`config.mk`:
```
export PLATFORM = sky130hd
export DESIGN_NAME = pll_lock_detector
export DESIGN_NICKNAME = d
export VERILOG_FILES = /design/src/rtl/pll_lock_detector.sv
export SDC_FILE = /design/constraint.sdc
export NUM_CORES = 1
export LEC_CHECK = 0
export ABC_AREA = 1
export CORE_MARGIN = 2
export CORE_UTILIZATION = 45
export DETAILED_ROUTE_END_ITERATION = 10
export HOLD_SLACK_MARGIN = 0.08
export PLACE_DENSITY = 0.75
export SYNTH_ARGS = -nofsm -noshare
export SYNTH_HDL_FRONTEND = slang
export SYNTH_SLANG_ARGS = --single-unit
```
`constraint.sdc`:
```
create_clock -name fpga_clk_i -period 2.62 [get_ports fpga_clk_i]
set_clock_uncertainty 0.15 [all_clocks]
set_input_delay 0.262 -clock fpga_clk_i [delete_from_list [all_inputs] [get_ports fpga_clk_i]]
set_output_delay 0.262 -clock fpga_clk_i [all_outputs]
set_load 0.05 [all_outputs]
```
`src/rtl/pll_lock_detector.sv`:
```
// ADPLL lock detector: samples phase error and DCO code on each synchronised
// reference-clock edge and reports lock, acquisition timeout and DCO saturation.
module pll_lock_detector #(
  parameter int ERROR_WIDTH     = 8,
  parameter int DCO_CC_WIDTH    = 5,
  parameter int LOCK_THRESH     = 2,
  parameter int LOCK_COUNT      = 16,
  parameter int UNLOCK_COUNT    = 4,
  parameter int TIMEOUT_SAMPLES = 1024,
  parameter int SAT_SAMPLES     = 8
) (
  input  logic                           fpga_clk_i,
  input  logic                           reset_i,
  input  logic                           enable_i,
  input  logic                           ref_clk_i,
  input  logic signed [ERROR_WIDTH-1:0]  error_i,
  input  logic signed [DCO_CC_WIDTH-1:0] dco_cc_i,
  output logic                           sample_o,
  output logic                           in_window_o,
  output logic                           locked_o,
  output logic [1:0]                     lock_state_o,
  output logic                           timeout_o,
  output logic                           dco_sat_o
);

  // state    | meaning
  // IDLE     | detector disabled; counters and flags held clear
  // ACQUIRE  | counting consecutive in-window samples toward lock
  // LOCKED   | lock declared
  // HOLDOVER | lock kept while out-of-window samples accumulate
  typedef enum logic [1:0] {
    IDLE     = 2'd0,
    ACQUIRE  = 2'd1,
    LOCKED   = 2'd2,
    HOLDOVER = 2'd3
  } state_t;

  localparam int GW = $clog2(LOCK_COUNT + 1);
  localparam int BW = $clog2(UNLOCK_COUNT + 1);
  localparam int TW = $clog2(TIMEOUT_SAMPLES + 1);
  localparam int SW = $clog2(SAT_SAMPLES + 1);

  localparam logic [GW-1:0] GOOD_MAX = GW'(LOCK_COUNT);
  localparam logic [BW-1:0] BAD_MAX  = BW'(UNLOCK_COUNT);
  localparam logic [TW-1:0] TMO_MAX  = TW'(TIMEOUT_SAMPLES);
  localparam logic [SW-1:0] SAT_MAX  = SW'(SAT_SAMPLES);
  localparam logic [ERROR_WIDTH:0]    THRESH = (ERROR_WIDTH+1)'(LOCK_THRESH);
  localparam logic [DCO_CC_WIDTH-1:0] CC_HI  = {1'b0, {(DCO_CC_WIDTH-1){1'b1}}};
  localparam logic [DCO_CC_WIDTH-1:0] CC_LO  = {1'b1, {(DCO_CC_WIDTH-1){1'b0}}};

  state_t state, state_nxt;
  logic s1, s2, s3, st;
  logic [GW-1:0] good_cnt, good_nxt;
  logic [BW-1:0] bad_cnt, bad_nxt;
  logic [TW-1:0] tmo_cnt, tmo_nxt;
  logic [SW-1:0] sat_cnt, sat_nxt;
  logic timeout_nxt, in_window_nxt, dco_sat_nxt;
  logic signed [ERROR_WIDTH:0] err_ext;
  logic [ERROR_WIDTH:0] err_abs;
  logic in_win, extreme;

  assign st = s2 & ~s3;

  // One extra bit so the most negative error has a representable magnitude
  assign err_ext = {error_i[ERROR_WIDTH-1], error_i};
  assign err_abs = err_ext[ERROR_WIDTH] ? $unsigned(-err_ext) : $unsigned(err_ext);
  assign in_win  = (err_abs <= THRESH);
  assign extreme = ($unsigned(dco_cc_i) == CC_HI) || ($unsigned(dco_cc_i) == CC_LO);

  assign locked_o     = (state == LOCKED) || (state == HOLDOVER);
  assign lock_state_o = state;

  always_ff @(posedge fpga_clk_i or negedge reset_i) begin
    if (!reset_i) state <= IDLE;
    else          state <= state_nxt;
  end

  always_comb begin
    state_nxt     = state;
    good_nxt      = good_cnt;
    bad_nxt       = bad_cnt;
    tmo_nxt       = tmo_cnt;
    sat_nxt       = sat_cnt;
    timeout_nxt   = timeout_o;
    in_window_nxt = in_window_o;
    dco_sat_nxt   = dco_sat_o;
    if (!enable_i || state == IDLE) begin
      state_nxt     = enable_i ? ACQUIRE : IDLE;
      good_nxt      = '0;
      bad_nxt       = '0;
      tmo_nxt       = '0;
      sat_nxt       = '0;
      timeout_nxt   = 1'b0;
      in_window_nxt = 1'b0;
      dco_sat_nxt   = 1'b0;
    end else if (st) begin
      in_window_nxt = in_win;
      if (!extreme)                sat_nxt = '0;
      else if (sat_cnt != SAT_MAX) sat_nxt = sat_cnt + 1'b1;
      dco_sat_nxt = (sat_nxt == SAT_MAX);
      case (state)
        ACQUIRE: begin
          if (tmo_cnt != TMO_MAX) tmo_nxt = tmo_cnt + 1'b1;
          if (tmo_nxt == TMO_MAX) timeout_nxt = 1'b1;
          good_nxt = in_win ? good_cnt + 1'b1 : '0;
          // Lock entry wins over a timeout reached on the same sample
          if (good_nxt == GOOD_MAX) begin
            state_nxt   = LOCKED;
            good_nxt    = '0;
            tmo_nxt     = '0;
            timeout_nxt = 1'b0;
          end
        end
        LOCKED: begin
          if (!in_win) begin
            if (UNLOCK_COUNT == 1) begin
              state_nxt = ACQUIRE;
              good_nxt  = '0;
              tmo_nxt   = '0;
            end else begin
              state_nxt = HOLDOVER;
              bad_nxt   = BW'(1);
            end
          end
        end
        HOLDOVER: begin
          if (in_win) begin
            state_nxt   = LOCKED;
            bad_nxt     = '0;
            timeout_nxt = 1'b0;
          end else begin
            if (bad_cnt != BAD_MAX) bad_nxt = bad_cnt + 1'b1;
            if (bad_nxt == BAD_MAX) begin
              state_nxt = ACQUIRE;
              bad_nxt   = '0;
              good_nxt  = '0;
              tmo_nxt   = '0;
            end
          end
        end
        default: ;
      endcase
    end
  end

  always_ff @(posedge fpga_clk_i or negedge reset_i) begin
    if (!reset_i) begin
      s1          <= 1'b0;
      s2          <= 1'b0;
      s3          <= 1'b0;
      sample_o    <= 1'b0;
      in_window_o <= 1'b0;
      timeout_o   <= 1'b0;
      dco_sat_o   <= 1'b0;
      good_cnt    <= '0;
      bad_cnt     <= '0;
      tmo_cnt     <= '0;
      sat_cnt     <= '0;
    end else begin
      s1          <= ref_clk_i;
      s2          <= s1;
      s3          <= s2;
      sample_o    <= st;
      in_window_o <= in_window_nxt;
      timeout_o   <= timeout_nxt;
      dco_sat_o   <= dco_sat_nxt;
      good_cnt    <= good_nxt;
      bad_cnt     <= bad_nxt;
      tmo_cnt     <= tmo_nxt;
      sat_cnt     <= sat_nxt;
    end
  end

endmodule

```
### Word-level counts from Yosys, hierarchy flattened

Index checks and enable logic that the tools add are counted.

| storage, ports and cells | value |
|---|---|
| flip-flop bits (word level) | 32 |
| input bits | 17 |
| output and inout port bits | 7 |
| word-level logic and storage cells | 105 |

| cells by class | value |
|---|---|
| $add $sub $neg | 5 |
| order comparisons | 1 |
| eq/ne operators | 19 |
| muxes and demuxes | 53 |
| bitwise gates (word level) | 2 |
| reductions and logical operators | 13 |

Operator list:

| kind | count |
|---|---|
| 11-bit two-way mux | 9 |
| 3-bit two-way mux | 10 |
| 5-bit two-way mux | 6 |
| 4-bit two-way mux | 6 |
| 11-bit one-hot mux with 2 select lines | 1 |
| 2-bit two-way mux | 6 |
| 11-bit by 1-bit adder with 11-bit output, second input constant | 1 |
| 11-bit == test, second input constant | 1 |
| 11-bit inequality test, second input constant | 1 |
| 5-bit == test, second input constant | 2 |
| 1-bit two-way mux | 10 |
| 5-bit one-hot mux with 2 select lines | 1 |
| 9-bit by 2-bit less-or-equal comparator with 1-bit output, second input constant | 1 |
| 9-bit two-way mux | 1 |
| 3-bit by 2-bit inequality test with 1-bit output, second input constant | 3 |
| 8-bit negation with 9-bit output | 1 |
| 4-bit inequality test, second input constant | 2 |
| 4-bit AND reduction | 2 |
| 3-bit inequality test, second input constant | 2 |
| 2-bit one-hot mux with 3 select lines | 1 |
| 3-bit one-hot mux with 2 select lines | 1 |
| 3-bit nonzero test | 2 |
| 5-bit by 1-bit adder with 5-bit output, second input constant | 1 |
| 5-bit by 4-bit == test with 1-bit output, second input constant | 1 |
| 18 further kinds | 21 |

### Depth between registers and ports, before layout

| depth | value |
|---|---|
| depth in word-level cells | 13 |
| depth in mapped cells | 15 |
| mapped depth without buffers | 15 |

### Worst setup path after synthesis

Ideal clock, no wire load.

| path | value |
|---|---|
| kind | register to register |
| start | register state[1] (netlist: lock_state_o[1]) |
| end | register good_cnt[4] |
| setup time | 0.126 ns |
| arrival time | 1.681 ns |
| required time | 2.344 ns |
| setup slack | 0.663 ns |
| cell stages (with the launch flop) | 9 |
| buffers on the path | 1 |
| period minus slack after synthesis | 1.957 ns |
| path through | dfrtp_1 inv_1 a21oi_2 inv_2 nor2_1 nor2_1 o21ai_4 buf_6 o21ai_0 |

| on the way | value |
|---|---|
| longest elaborated chain between the ends | 4 |
| elaborated cells on any way between the ends | 12 |
| those cells by class | eq/ne (4); mux (3); reduce/logical (5) |

Ends and longest elaborated chain:

| element | line | source |
|---|---|---|
| start, declared | 51 | `state_t state, state_nxt;` |
| start signal, assigned | 75 | `else state <= state_nxt;` |
| 2-bit == test, or another cell as far along | 101 | `case (state)` |
| 5-bit one-hot mux with 2 select lines or 1-bit logical OR (tied branches) | 101, 87 |  |
| 5-bit two-way mux, or another cell as far along | 96 | `end else if (st) begin` |
| 5-bit two-way mux or 4-bit AND reduction (tied branches) | n/a |  |
| end signal, assigned | 167 | `good_cnt <= good_nxt;` |
| end, declared | 53 | `logic [GW-1:0] good_cnt, good_nxt;` |

Several ways; a longest one is shown, not always the timed one. The select of a mux whose other input is x is not followed.
A chain may end at the register's enable or synchronous reset.

### Final worst setup path

| path | value |
|---|---|
| start | input error_i[0] |
| end | register timeout_o |

| on the way | value |
|---|---|
| longest elaborated chain between the ends | 9 |
| elaborated cells on any way between the ends | 12 |
| those cells by class | add/sub (1); order compare (1); eq/ne (3); mux (6); reduce/logical (1) |

Ends and longest elaborated chain:

| element | line | source |
|---|---|---|
| start, declared | 16 | `input logic signed [ERROR_WIDTH-1:0] error_i,` |
| 8-bit negation with 9-bit output | 66 | `assign err_abs = err_ext[ERROR_WIDTH] ? $unsigned(-err_ext) : $unsigned(err_ext);` |
| 9-bit two-way mux * | 66 |  |
| 9-bit by 2-bit less-or-equal comparator with 1-bit output * | 67 | `assign in_win = (err_abs <= THRESH);` |
| 5-bit two-way mux | 105 | `good_nxt = in_win ? good_cnt + 1'b1 : '0;` |
| 5-bit == test | 107 | `if (good_nxt == GOOD_MAX) begin` |
| 1-bit two-way mux | 107 |  |
| 1-bit one-hot mux with 2 select lines | 101 |  |
| 1-bit two-way mux | 96 |  |
| 1-bit two-way mux | 87 | `if (!enable_i \|\| state == IDLE) begin` |
| end signal, assigned | 165 | `timeout_o <= timeout_nxt;` |
| end, declared | 22 | `output logic timeout_o,` |

Mark *: on every way between the ends. The rest lies on a longest branch, timed or not. The select of a mux whose other input is x is not followed.

==> reports/metrics.csv <==
metric,value,unit
CTS tree,built,
Boundary Pins,24,
drt initial violations,91,
Sink Count,32,
"Hold Violations, Final",0,
cells after synthesis,286,
clock period minus worst slack,2246,ps
largest net degree at the start of global routing,33,
Post-synth EDFFs,0,
# rows,24,
router iterations before antenna repair,4,
CP cell instances,"clkdlybuf4s50_1, inv_1, ha_1, inv_1, nand2_1, o211ai_1, nand2_2, nor3_1, nand3_1, nand2_2, inv_1, nand3_1, nand2_1",
Yosys reg bits,32,
post-CTS setup buffer count,0,
CP max-delay cell,clkdlybuf4s50_1,
Final Cycle Share,85.74,%
Area Growth Syn to Fin,19.10,%
GRT Util Overall,17.46,%
Fmax,0.4452,GHz
Worst path most repeated cell,inv_1,
cell taking the most area after synthesis,dfrtp_1,
DR vias,1843,
global-route wire length before repair,7.272,mm
CTS HTree Levels,2,
DP Wirelength,3.048,mm
die extent in y,72.14,microns
async set-reset flop share out of synthesis,100.0,%
Worst EP arrival,2280,ps
grt total ovfl,0,
Final setup viols,0,
CP endpoint kind,flop,
die width,72.14,microns
ANT nets after route,0,
sequential area share after synthesis,38.32,%
vias in the first global route,1712,
layout cells sized above 1,6.667,%
crit-path max cell delay,500,ps
DR WL/cell,10.86,microns
post-CTS sizing,0,
fin nets,339,
diodes inserted,0,
Leak Pwr,1.206,nW
Commonest cells post-synth,"78 x nand2_1, 40 x inv_1, 32 x dfrtp_1",
Synth top area share,38.32,%
hold_ws,201.7,ps
Root Driver,clkbuf_8,
PD cells,665.8,nW/um^2
Critical Path RT,2650,ps
GPL Wtd Cong,0.8895,
most frequent cell after synthesis,nand2_1,
count of different cell masters after synthesis,28,
Starting Density,47.34,%
Core ar.,4414,sq um
clk slew on worst S/H paths,70,ps
Worst Setup Start Kind,input pin,
Synth Cell Area,2090,sq um
status,finished clean,
Hold Buf Count CTS,0,
clk buf depth,2,
Max VDD drop,0.5800,mV
WL final,3.984,mm
die area,5204,sq um
"Net Count, Synth",311,
Buffers on Ports,23,
Synthesis Warnings,0,
pin slew with the least headroom to its limit,503.7,ps
top post-synthesis cells by area,"dfrtp_1 38%, nand2_1 14%, inv_1 7.2%",
Slew Limit Fails,0,
initial antenna violation count,0,
crit path kind,in2reg,
RSZ-0062 raised after global routing,no,
synthesized area per cell,7.306,sq um
Hold/Removal Path Class,reg2reg,
number of max-cap violations,0,
ys flop type,dfrtp_1,
setup_tns,0,ps
Max-slew headroom,66.32,%
"critical path fanouts, max",10,
"Clk Latency, worst-skew pair",290,ps
routed vias/inst,5.022,
Num CTS Buffers,5,
DRC viols,0,
-- registers in the layout, summed over array words and instances, names as in the netlist --
name and count:
good_cnt 5, bad_cnt 3, tmo_cnt 11, sat_cnt 4
in_window_o 1, sample_o 1, lock_state_o 2, timeout_o 1
s3 1, s2 1, dco_sat_o 1, s1 1
-- placed cells by master (no fill, tap or decap), types with 5 or more instances in the layout --
cell type / count
clkbuf_8: 5
nand3_1: 26
ha_1: 8
inv_1: 40
o31ai_1: 10
nor3_1: 5
o21ai_1: 7
nor2_1: 26
xor2_1: 12
dfrtp_1: 32
o21ai_0: 13
nand2_1: 78
clkdlybuf4s50_1: 23
-- final cells by class --
type	count	area, sq um
Multi-Input combinational cell	206	1092
Clock inverter	2	35.03
Inverter	44	165.2
Sequential cell	32	800.8
Clock buffer	6	72.57
Tap cell	52	65.06
Fill cell	411	1926
Timing Repair Buffer	25	257.7
-- per-layer routing --
metal / share of wire [%] / vias to the layer above / routed length [microns] / track usage [%]
li1: - / 974 / - / -
met1: 49 / 830 / 1972 / 23.68
met2: 45 / 34 / 1794 / 27.52
met3: 4.2 / 5 / 168 / 4.583
met4: 1.2 / 0 / 49 / 5.031
met5: 0 / - / 0 / 0
-- where the power goes --
group / total (W) / internal, W / switching [W]
combinational: 0.000614 / 0.000210 / 0.000405
sequential: 0.000580 / 0.000535 / 0.0000450
clock: 0.000463 / 0.000282 / 0.000181
-- final timing paths --
| check | end | depth (start not counted) | from | slack (ps) |
|---|---|---|---|---|
| worst max-delay path | timeout_o | 13 | error_i[0] | 370 |
| worst min-delay path | s2 | 0 | s1 | 200 |
| worst max register to register | timeout_o | 11 | tmo_cnt[0] | 540 |
| worst min register to register | s2 | 0 | s1 | 200 |
| max in group asynchronous | tmo_cnt[1] | 2 | reset_i | 1800 |
| min in group asynchronous | tmo_cnt[4] | 2 | reset_i | 220 |
-- per-stage QoR --
step / worst slack (ps) / power, W / cells / util, % / instance area [sq um]
finish: 373.7 / 0.001657 / 367 / 56.38 / 2489
global route: 203.7 / 0.001776 / 367 / 56.38 / 2489
CTS: 365.1 / 0.001674 / 367 / 56.38 / 2489
detailed placement: 56.54 / 0.001203 / 359 / 53.94 / 2381
global placement: 127.6 / 0.001195 / 359 / 53.94 / 2381
floorplan: 663.0 / 0.001035 / 286 / - / 2090
-- cells by family (layout without fill, tap and decap cells) --
family                   Yosys count  in the layout  share of synthesized area [%]
AND/OR/NAND/NOR                  149            149                          31.38
buffers and inverters             48             77                          9.400
AO/OA/AOI/OAI                     37             37                          11.08
flip-flops                        32             32                          38.32
XOR/XNOR                          12             12                          5.030
adder cells (fa/ha/maj)            8              8                          4.791
-- worst max-delay path: cells and delay by family --
kind | cells | cell delay (ps)
compound gates | 1 | 100
buf+inv | 4 | 720
simple gates | 7 | 930
fa+ha+maj | 1 | 280
Power figures use the tool's default switching activity.
==> edit 1 (same flow settings) <==
`DCO_CC_WIDTH`: 5 -> 6.
--- a/src/rtl/pll_lock_detector.sv
+++ b/src/rtl/pll_lock_detector.sv
@@ -2,7 +2,7 @@
 // reference-clock edge and reports lock, acquisition timeout and DCO saturation.
 module pll_lock_detector #(
   parameter int ERROR_WIDTH     = 8,
-  parameter int DCO_CC_WIDTH    = 5,
+  parameter int DCO_CC_WIDTH    = 6,
   parameter int LOCK_THRESH     = 2,
   parameter int LOCK_COUNT      = 16,
   parameter int UNLOCK_COUNT    = 4,
Interface: changed (resized dco_cc_i); port bits go from 24 to 25. No check against the original RTL was run, so the function may have changed too.
==> edit 1 against the unedited design <==
Power is 1.7% higher. Final area is 2.4% higher. Setup slack better by 9.8 ps. Area after synthesis is 1.6% higher. Clock power hardly changed. Sequential cell count stayed put. Sequential share of layout area is 0.74 points lower. Wire length is 4.0% higher. Combinational power is 3.7% higher. Highest routed layer unchanged.
==> edit 1: results (changes against the unedited design) <==
initial antenna violation count=0 (unchanged); Hold Path Stages=0 (unchanged); Post-CTS Resized=0 (unchanged); Layout Nets=347 (was 339); Hold Crit Class=flop to flop (unchanged); vias per cell=5.04 (was 5.02); share of post-route cells with drive strength above 1=8.07% (was 6.67%); Hold Path Sink=s2$_DFF_PN0_ (unchanged); asr flop ratio synth=100% (unchanged); Pre-antenna DRT Iters=4 (unchanged); IO buf count=24 (was 23); via count=1886 (was 1843); mux cell area share after synthesis=0% (unchanged); Post-DP HPWL=3290 um (was 3050 um); main flop type after synthesis=dfrtp_1 (unchanged); Clock Root Buffer=clkbuf_8 (unchanged); xor/xnor share of the synthesized area=4.95% (was 5.03%); antenna diode count=0 (unchanged); cells on worst reg2reg path=11 (unchanged); fillers=427 (was 411); status=finished, final reports clean (unchanged); R2R Path Start=bad_cnt[0]$_DFFE_PN0P_ (was tmo_cnt[0]$_DFFE_PN0P_); largest net degree at the start of global routing=33 (unchanged); R2R Path End=tmo_cnt[1]$_DFFE_PN0P_ (was timeout_o$_DFFE_PN0P_); flop2flop setup slack=580 ps (was 540 ps); adder-cell area share of the yosys netlist=4.72% (was 4.79%); Syn Nets=316 (was 311); synth unique cells=32 (was 28); YS warnings=0 (unchanged); Synth Area in Compound Gates=11.3% (was 11.1%); DRT iter0 DRCs=130 (was 91); CP startpoint=error_i[0] (unchanged); worst path arrival time=2270 ps; P_leak=1.25 nW (was 1.21 nW); Hold Crit Start=s1$_DFF_PN0_ (unchanged); Post-Synthesis Cells=290 (was 286); Top Registers=tmo_cnt x11, good_cnt x5, sat_cnt x4 (unchanged); worst-margin pin slew=639 ps (was 504 ps); worst-path maximum fanout=10 (unchanged); Post-CTS Setup Bufs=0 (unchanged); Max Root-Sink Buffers=2 (unchanged); GRT Total Usage=18.0% (was 17.5%); most frequent cells after synthesis=nand2_1 (81), inv_1 (45), dfrtp_1 (32) (was nand2_1 (78), inv_1 (40), dfrtp_1 (32)); vias in the first global route=1850 (was 1712); Peak VDD IR=451 uV (was 580 uV); Synth area leaders=dfrtp_1 (38%), nand2_1 (14%), inv_1 (8.0%), nand3_1 (5.2%), xor2_1 (5.0%) (was dfrtp_1 (38%), nand2_1 (14%), inv_1 (7.2%), nand3_1 (6.2%), xor2_1 (5.0%)); Final GP Congestion=0.842 (was 0.890); Clock transition at path regs=70 ps (about the same); sequential fraction of the synthesis area=37.7% (was 38.3%); drt wl/cell=11.1 um (was 10.9 um); cell count after placement=366 (was 359); global-route wire length before repair=7570 um (was 7270 um); clk_lat worst skew=280 ps
[edit 1: power breakdown]
group          internal [mW]  switching [mW]
clock                  0.281           0.183
sequential             0.535          0.0485
combinational          0.223           0.415
total                   1.04           0.646
[edit 1: cell families after synthesis]
group,Yosys count
XOR/XNOR,12
adder cells (fa/ha/maj),8
buffers and inverters,52
AO/OA/AOI/OAI,37
flip-flops,32
AND/OR/NAND/NOR,149
[edit 1: per-stage QoR]
step / worst slack [ps] / instance area (um^2) / hold slack (ps)
floorplan: 649 / 2120 / -184
global placement: 136 / 2440 / 186
detailed placement: 75.6 / 2440 / 193
CTS: 361 / 2550 / 209
global route: 159 / 2550 / 222
finish: 384 / 2550 / 206
[edit 1: metal layers]
| layer | routed length (um) | global-route usage, % | vias up |
|---|---|---|---|
| met5 | 0 | 0 | - |
| li1 | - | - | 984 |
| met4 | 60 | 7.20 | 0 |
| met2 | 1950 | 31.8 | 36 |
| met1 | 1990 | 21.4 | 861 |
| met3 | 138 | 3.31 | 5 |
[edit 1: how the worst max path moves through the flow]
stage                             end  slack (ps)  depth (start not counted)
6_report       tmo_cnt[1]$_DFFE_PN0P_         380                         13
5_1_grt        tmo_cnt[0]$_DFFE_PN0P_         160                         13
4_1_cts        tmo_cnt[0]$_DFFE_PN0P_         360                         13
3_5_place_dp   tmo_cnt[0]$_DFFE_PN0P_          80                         13
3_3_place_gp   tmo_cnt[0]$_DFFE_PN0P_         140                         13
2_1_floorplan  tmo_cnt[2]$_DFFE_PN0P_         650                          9
[edit 1: area by class of cell]
| class | count | area [um^2] | share of cell area (%) |
|---|---|---|---|
| inverters | 48 | 180 | 7.07 |
| repair buffers | 28 | 283 | 11.1 |
| well taps | 52 | 65.1 | 2.55 |
| clock inverters | 3 | 42.5 | 1.67 |
| multi-input cells | 206 | 1110 | 43.5 |
| flip-flops and latches | 32 | 801 | 31.4 |
| clock buffers | 5 | 68.8 | 2.70 |
[edit 1: critical path, cell delays in order]
cell,delay [ps]
clkdlybuf4s50_1,490
inv_1,50
ha_1,280
inv_1,50
nand2_1,40
o211ai_1,100
nand2_2,130
nor2_8,210
o21ai_2,100
nand3_2,90
nand2_1,90
buf_4,170
o31ai_1,210
==> edit 2 (config.mk and constraints unchanged) <==
Without the edit above. The output `sample_o` loses its register stage (`sample_o` becomes a continuous assignment).
--- a/src/rtl/pll_lock_detector.sv
+++ b/src/rtl/pll_lock_detector.sv
@@ -148,7 +148,6 @@
       s1          <= 1'b0;
       s2          <= 1'b0;
       s3          <= 1'b0;
-      sample_o    <= 1'b0;
       in_window_o <= 1'b0;
       timeout_o   <= 1'b0;
       dco_sat_o   <= 1'b0;
@@ -160,7 +159,6 @@
       s1          <= ref_clk_i;
       s2          <= s1;
       s3          <= s2;
-      sample_o    <= st;
       in_window_o <= in_window_nxt;
       timeout_o   <= timeout_nxt;
       dco_sat_o   <= dco_sat_nxt;
@@ -171,5 +169,7 @@
     end
   end
 
+  assign sample_o = st;
+
 endmodule
 
Behaviour: not the same (Yosys sat finds a counterexample within 4 cycles, from zero or initial values and one cycle with reset_i low).
==> edit 2 against the unedited design <==
Count of clock-buffer cells in the layout stayed put. Power is 7.4% higher. Worst hold slack better by 7.0 ps. Wire length is 11% higher. Largest cell class unchanged. Synthesized cell count is 1.4% higher. Final area is 3.0% higher. Sequential cell count is 1 lower. Combinational power is 16% higher. Area after synthesis is 2.9% higher. Setup slack better by 63 ps. Sequential share of layout area is 1.9 points lower.
==> edit 2: results (changes against the unedited design) <==
Top delay family on crit path=buffers and inverters (was simple AND/OR/NAND/NOR gates); clk_lat worst skew=290 ps (about the same); R2R Path Start=bad_cnt[0]$_DFFE_PN0P_ (was tmo_cnt[0]$_DFFE_PN0P_); Hold WS=209 ps (was 202 ps); H-tree depth=2 (unchanged); Max Root-Sink Buffers=2 (unchanged); Top Registers=tmo_cnt x11, good_cnt x5, sat_cnt x4 (unchanged); Post-Synthesis Cells=290 (was 286); DRT iter0 DRCs=149 (was 91); global-route wire length before repair=7960 um (was 7270 um); Syn Nets=315 (was 311); asr flop ratio synth=100% (unchanged); status=finished, final reports clean (unchanged); placed cell area=0.00244 mm^2 (was 0.00238 mm^2); worst path arrival time=2210 ps (was 2280 ps); Hold Crit Class=input port to async pin (was flop to flop); P_leak=1.19 nW (was 1.21 nW); synth unique cells=37 (was 28); critical path's slowest cell=clkdlybuf4s50_1 (unchanged); worst-path maximum fanout=10 (unchanged); worst-margin pin slew=528 ps (was 504 ps); largest net degree at the start of global routing=32 (was 33); Post-CTS Setup Bufs=0 (unchanged); cells on worst reg2reg path=12 (was 11); initial antenna violation count=0 (unchanged); Layout Nets=345 (was 339); Post-DP HPWL=3460 um (was 3050 um); Clock transition at path regs=70 ps (about the same); Routed WL=4440 um (was 3980 um); vias per cell=5.15 (was 5.02); cell count after placement=367 (was 359); vias in the first global route=1859 (was 1712); end point of the critical path=tmo_cnt[10]$_DFFE_PN0P_ (was timeout_o$_DFFE_PN0P_); Post-CTS Resized=0 (unchanged); Peak VDD IR=521 uV (was 580 uV); main flop type after synthesis=dfrtp_1 (unchanged); CP startpoint=error_i[0] (unchanged); Pre-antenna DRT Iters=4 (unchanged); YS warnings=0 (unchanged); share of post-route cells with drive strength above 1=14.0% (was 6.67%); Synth area leaders=dfrtp_1 (36%), nand2_1 (13%), inv_1 (6.6%), nand3_1 (5.6%), nor2_1 (4.9%) (was dfrtp_1 (38%), nand2_1 (14%), inv_1 (7.2%), nand3_1 (6.2%), xor2_1 (5.0%)); antenna diode count=0 (unchanged); DP Worst Slack=122 ps (was 56.5 ps); Clock Root Buffer=clkbuf_8 (unchanged); IO buf count=23 (unchanged); final worst-path cycle share=83.3% (was 85.7%); R2R Path End=good_cnt[2]$_DFFE_PN0P_ (was timeout_o$_DFFE_PN0P_); CP max stage delay=490 ps; flop2flop setup slack=540 ps (about the same); Layout Cells excl Fill=375 (was 367); Final GP Congestion=0.852 (was 0.890); most frequent cells after synthesis=nand2_1 (73), inv_1 (38), dfrtp_1 (31) (was nand2_1 (78), inv_1 (40), dfrtp_1 (32)); sequential fraction of the synthesis area=36.1% (was 38.3%); GRT Total Usage=19.1% (was 17.5%)
-- edit 2: cell families after synthesis --
kind of cell             count (synthesis)  synth area share [%]
flip-flops                              31                  36.1
AND/OR/NAND/NOR                        153                  33.6
XOR/XNOR                                10                  4.07
AO/OA/AOI/OAI                           41                  12.4
adder cells (fa/ha/maj)                  8                  4.65
buffers and inverters                   47                  9.13
-- edit 2: where the power goes --
group | total (mW) | internal, mW | switching [mW] | leakage [nW]
logic | 0.715 | 0.233 | 0.482 | 0.710
registers | 0.569 | 0.524 | 0.0448 | 0.420
clock network | 0.495 | 0.308 | 0.188 | 0.0612
-- edit 2: final cells by class --
cell class,instances,area (um^2)
clock buffer,6,82.6
clock inverter,2,35.0
fill,428,2100
inverter,44,170
multi-input combinational,212,1180
sequential,31,776
tap,54,67.6
timing repair buffer,26,253
-- edit 2: metal layers --
metal  global-route usage (%)  up-vias  share of wire, %
li1                         -      994                 -
met4                     6.38        0               1.7
met2                     31.8       37                49
met1                     23.8      895                46
met5                        0        -                 0
met3                     5.11        6               3.6
